### config.mk
export PLATFORM = sky130hd
export DESIGN_NAME = two_way_round_robin_arbiter
export DESIGN_NICKNAME = d
export VERILOG_FILES = /design/src/rtl/two_way_round_robin_arbiter_pkg.sv /design/src/rtl/two_way_round_robin_arbiter_mux.sv /design/src/rtl/two_way_round_robin_arbiter.sv
export SDC_FILE = /design/constraint.sdc
export NUM_CORES = 1
export LEC_CHECK = 0
export BUFFER_PORTS_ARGS = -buffer_cell sky130_fd_sc_hd__buf_2
export CELL_PAD_IN_SITES_DETAIL_PLACEMENT = 0
export CELL_PAD_IN_SITES_GLOBAL_PLACEMENT = 1
export CORE_MARGIN = 1.5
export CORE_UTILIZATION = 39
export CTS_CLUSTER_SIZE = 30
export DETAILED_ROUTE_END_ITERATION = 7
export PLACE_DENSITY = 0.77
export SLEW_MARGIN = 10
export SYNTH_ARGS = -nofsm -noshare
export SYNTH_HDL_FRONTEND = slang
export SYNTH_SLANG_ARGS = --single-unit
export TNS_END_PERCENT = 20
### constraint.sdc
create_clock -name clk -period 2.8 [get_ports clk]
set_input_delay 0.14 -clock clk [delete_from_list [all_inputs] [get_ports clk]]
set_output_delay 0.14 -clock clk [all_outputs]
set_load 0.05 [all_outputs]
### src/rtl/two_way_round_robin_arbiter_pkg.sv
// two_way_round_robin_arbiter_pkg: shared state and select encodings for the two-way arbiter
package two_way_round_robin_arbiter_pkg;
    typedef enum logic [1:0] {
        ST_IDLE   = 2'd0,
        ST_GRANT1 = 2'd1,
        ST_GRANT2 = 2'd2
    } state_t;
    localparam logic SEL_IN1 = 1'b0;
    localparam logic SEL_IN2 = 1'b1;
endpackage

### src/rtl/two_way_round_robin_arbiter_mux.sv
// two_way_single_bit_multiplexer: one-bit 2:1 mux, select 0 routes in1, 1 routes in2
module two_way_single_bit_multiplexer (
    input  logic in1,
    input  logic in2,
    input  logic select,
    output logic out
);
    assign out = select ? in2 : in1;
endmodule

### src/rtl/two_way_round_robin_arbiter.sv
// two_way_round_robin_arbiter: round-robin owner of a shared 2:1 mux with a hold cap under contention
module two_way_round_robin_arbiter
    import two_way_round_robin_arbiter_pkg::*;
#(
    parameter int DATA_WIDTH = 1,
    parameter int MAX_HOLD   = 4
) (
    input  logic                  clk,
    input  logic                  rst_n,
    input  logic                  req1,
    input  logic                  req2,
    input  logic [DATA_WIDTH-1:0] in1,
    input  logic [DATA_WIDTH-1:0] in2,
    output logic                  gnt1,
    output logic                  gnt2,
    output logic                  select,
    output logic [DATA_WIDTH-1:0] out,
    output logic                  out_valid
);
    localparam int CW = $clog2(MAX_HOLD + 1);
    localparam logic [CW-1:0] HOLD_LAST = CW'(MAX_HOLD - 1);
    state_t state, state_nxt;
    logic [CW-1:0] hold_cnt, hold_cnt_nxt;
    logic last2, last2_nxt, sel_nxt, entry;
    always_comb begin
        state_nxt = ST_IDLE;
        case (state)
            ST_IDLE:   state_nxt = (req1 && req2) ? (last2 ? ST_GRANT1 : ST_GRANT2) :
                                   req1 ? ST_GRANT1 : req2 ? ST_GRANT2 : ST_IDLE;
            ST_GRANT1: state_nxt = (!req1 || (req2 && hold_cnt == HOLD_LAST)) ?
                                   (req2 ? ST_GRANT2 : ST_IDLE) : ST_GRANT1;
            ST_GRANT2: state_nxt = (!req2 || (req1 && hold_cnt == HOLD_LAST)) ?
                                   (req1 ? ST_GRANT1 : ST_IDLE) : ST_GRANT2;
            default:   state_nxt = ST_IDLE;
        endcase
        entry = (state_nxt != state) && (state_nxt != ST_IDLE);
        // counter saturates while the owner is unopposed, so a late rival forces an immediate switch
        hold_cnt_nxt = (entry || state_nxt == ST_IDLE) ? '0 :
                       (hold_cnt == HOLD_LAST) ? hold_cnt : hold_cnt + 1'b1;
        last2_nxt = entry ? (state_nxt == ST_GRANT2) : last2;
        sel_nxt = entry ? ((state_nxt == ST_GRANT2) ? SEL_IN2 : SEL_IN1) : select;
    end
    always_ff @(posedge clk or negedge rst_n) begin
        if (!rst_n) begin
            state    <= ST_IDLE;
            hold_cnt <= '0;
            last2    <= 1'b1;
            select   <= SEL_IN1;
        end else begin
            state    <= state_nxt;
            hold_cnt <= hold_cnt_nxt;
            last2    <= last2_nxt;
            select   <= sel_nxt;
        end
    end
    assign gnt1      = (state == ST_GRANT1);
    assign gnt2      = (state == ST_GRANT2);
    assign out_valid = gnt1 | gnt2;
    for (genvar i = 0; i < DATA_WIDTH; i++) begin : g_mux
        two_way_single_bit_multiplexer u_mux (
            .in1   (in1[i]),
            .in2   (in2[i]),
            .select(select),
            .out   (out[i])
        );
    end
endmodule

==> tab_implementation.tex <==
\begin{tabular}{lr}
\hline
Metric & Value \\
\hline
\multicolumn{2}{l}{\textbf{Outcome}} \\
\quad Outcome & complete, no violations \\
\multicolumn{2}{l}{\textbf{Yosys}} \\
\quad Top cell type's share of synthesized area & 28.0\% \\
\quad Top cell type by total area after synthesis & dfrtp\_1 \\
\quad Ys flop type & dfrtp\_1 \\
\quad Number of warnings issued by yosys & 0 \\
\quad Mean post-synth cell area & 10.1 um2 \\
\quad Library cells used by synthesis & 29 \\
\quad Synthesized netlist cell count & 53 \\
\quad Flop and latch count out of synthesis & 7 \\
\quad Mapped Area & 537 um2 \\
\quad Dominant cells by area after synthesis & dfrtp\_1 28\%, ha\_1 14\%, dfstp\_2 4.9\%, xnor2\_1 4.9\%, o31ai\_4 4.0\% \\
\quad Post-Syn Nets & 65 \\
\quad Proportion of synthesized flip-flops having asynchronous set or reset & 100\% \\
\quad EDFF count, synth & 0 \\
\quad Most numerous cell types in the synthesized netlist & 6 x dfrtp\_1, 6 x ha\_1, 4 x inv\_1, 4 x nor3\_1 \\
\quad Fraction of the yosys area taken by sequential cells & 32.9\% \\
\multicolumn{2}{l}{\textbf{STA}} \\
\quad Clock period minus worst slack & 2.10 ns \\
\quad Post-route clock skew & 0.00151 ns \\
\quad Final-layout worst hold slack & 0.228 ns \\
\quad Setup TNS Final & 0 ns \\
\quad Maximum clock frequency & 475 MHz \\
\quad Pins over their slew limit & 0 \\
\quad \# setup viols final & 0 \\
\quad Final worst-path cycle share & 75.1\% \\
\quad Worst relative slew slack & 79.9\% \\
\quad Measured slew at the worst slew-check pin & 0.299 ns \\
\quad Final-report hold violation count & 0 \\
\quad Unrepaired setup endpoints after global routing & false \\
\multicolumn{2}{l}{\textbf{Die}} \\
\quad Starting Density & 41.8\% \\
\quad Die Height & 40.1 um \\
\quad Standard-cell rows & 13 \\
\quad Count of pins on the block boundary & 11 \\
\quad Die outline area & 1610 um2 \\
\quad Die Span X & 40.1 um \\
\quad Core ar. & 1280 um2 \\
\multicolumn{2}{l}{\textbf{Route}} \\
\quad Routed met1 length & 472 um \\
\quad Detailed route wirelength on metal2 & 402 um \\
\quad DRC violation count after routing & 0 \\
\quad WL per Instance & 11.3 um \\
\quad Initial drt markers & 4 \\
\quad Vias & 405 \\
\quad Routed WL & 914 um \\
\quad Number of routed nets with antenna violations & 0 \\
\quad Top routing layer in use & met3 \\
\quad Pre-Repair DR Iteration Count & 3 \\
\quad Met3 Wirelength & 39 um \\
\quad Routed vias/inst & 5.00 \\
\multicolumn{2}{l}{\textbf{Placement}} \\
\quad Count of input and output buffers & 10 \\
\quad Post-DP HPWL & 725 um \\
\quad Final RePlAce weighted congestion & 0.759 \\
\multicolumn{2}{l}{\textbf{GRT}} \\
\quad Overflow left after global routing & 0 \\
\quad First-pass GRT wire length & 1.45 mm \\
\quad Total track usage & 13.9\% \\
\quad Maximum number of pins on one net before global-route repair & 8 \\
\quad Via count of the first global-routing pass & 333 \\
\quad Antenna violations before repair & 0 \\
\multicolumn{2}{l}{\textbf{Setup path}} \\
\quad Library cell contributing the largest single delay on the critical path & dfrtp\_1 \\
\quad WP data required & 2.92 ns \\
\quad Critical Path Fanout Max & 6 \\
\quad Startpoint class of the critical path & flop \\
\quad Category of the worst setup path capture point & flop \\
\quad CP most frequent cell & ha\_1 \\
\quad CP cell instances & ha\_1 -> ha\_1 -> mux2\_4 -> o31ai\_4 -> xnor2\_1 -> a31oi\_1 -> nor3\_1 \\
\quad Max incr delay on CP & 0.39 ns \\
\quad R2r setup slk & 0.70 ns \\
\quad Critical path arrival & 2.22 ns \\
\quad Critical Setup Path Class & reg2reg \\
\multicolumn{2}{l}{\textbf{Clocking}} \\
\quad Clock tree from TritonCTS & done \\
\quad Clock tree root driver cell & clkbuf\_4 \\
\quad Worst skew pair latency & 0.24 ns \\
\quad Post CTS Setup Buffer Count & 0 \\
\quad CTS Hold Bufs & 1 \\
\quad Count of instances resized after the clock tree is built & 0 \\
\quad Bufs on Longest Clock Path & 2 \\
\quad Number of CTS-inserted buffers & 3 \\
\quad TritonCTS sink count & 7 \\
\quad H-tree Lvls & 1 \\
\quad Clock transition at the registers of the reported paths & 0.05 ns \\
\multicolumn{2}{l}{\textbf{Flow run}} \\
\quad Maximum Capacitance Violations & 0 \\
\multicolumn{2}{l}{\textbf{Hold path}} \\
\quad Worst hold-check path type & in2reg \\
\multicolumn{2}{l}{\textbf{Finish}} \\
\quad Number of filler instances in the final layout & 135 \\
\quad Nets & 79 \\
\quad Share of the core filled with cells & 48.8\% \\
\quad Proportion of layout cells with a drive suffix above 1 & 31.8\% \\
\quad Synth-to-Final Area Change & 16.8\% \\
\quad Number of diodes added for antenna fixing & 0 \\
\multicolumn{2}{l}{\textbf{Power}} \\
\quad Leakage & 0.000290 uW \\
\quad Power per standard cell area & 1160 nW/um2 \\
\quad VDD IR max & 638 uV \\
\quad Overall Power & 727 uW \\
\hline
\end{tabular}
kinds of logic (layout without fill, tap and decap cells):
kind of cell	Yosys count	count (layout)	share of synthesized area (%)
DFF	7	7	32.9
buffers and inverters	6	19	5.59
xor gates and xnor gates	4	4	6.53
muxes	4	4	8.62
AOI/OAI and AO/OA	10	10	16.5
adders and majority gates	6	6	14.0
and+or+nand+nor	16	16	15.9
final cells by class:
class,count,area (um2),share of cell area [%]
clock buffer,4,26.3,4.19
inverter,4,15.0,2.40
multi-input combinational,40,330,52.7
sequential,7,176,28.1
tap,15,18.8,2.99
timing repair buffer,11,60.1,9.58
state kept, by name, summed over array words and instances, names as in the netlist:
name,cells
state,2
last2,1
select,1
hold_cnt,3
worst max-delay path: cells and delay by family (launching register included):
kind	cells	cell delay, ns
XOR/XNOR	1	0.10
adder cells (fa/ha/maj)	2	0.48
flip-flops	1	0.39
AO/OA/AOI/OAI	2	0.57
AND/OR/NAND/NOR	1	0.09
multiplexers	1	0.35
placed cells by master (no fill, tap or decap), types with 2 or more instances in the layout:
cell      count
buf_2        10
ha_1          6
dfrtp_1       6
inv_1         4
nor3_1        4
xnor2_1       3
a21oi_1       3
nor2_1        3
clkbuf_4      3
mux2i_1       2
nand2_1       2
final timing paths:
check / start / endpoint / cells after the start
max: hold_cnt[0] / hold_cnt[1] / 7
max reg2reg: hold_cnt[0] / hold_cnt[1] / 7
min: req1 / state[0] / 3
max in group asynchronous: rst_n / last2 / 2
min in group asynchronous: rst_n / hold_cnt[1] / 2
min reg2reg: last2 / last2 / 2
power by group:
group          internal, uW  switching [uW]  total (uW)
Clock                  54.2            33.7        87.9
Sequential              139            35.1         174
Combinational           157             308         465
through the flow:
| stage | cells | setup WS (ns) | instance area [um2] |
|---|---|---|---|
| after floorplan | 53 | 0.666 | 537 |
| after global placement | 76 | 0.749 | 591 |
| after detailed placement | 76 | 0.718 | 591 |
| after CTS | 81 | 0.694 | 627 |
| after global routing | 81 | 0.561 | 627 |
| final | 81 | 0.696 | 627 |
per-layer routing:
metal	global-route usage, %	up-vias
met2	21.4	9
met4	0	0
met3	6.67	0
met1	18.7	186
met5	0	-
li1	-	210
Power figures use the tool's default switching activity.
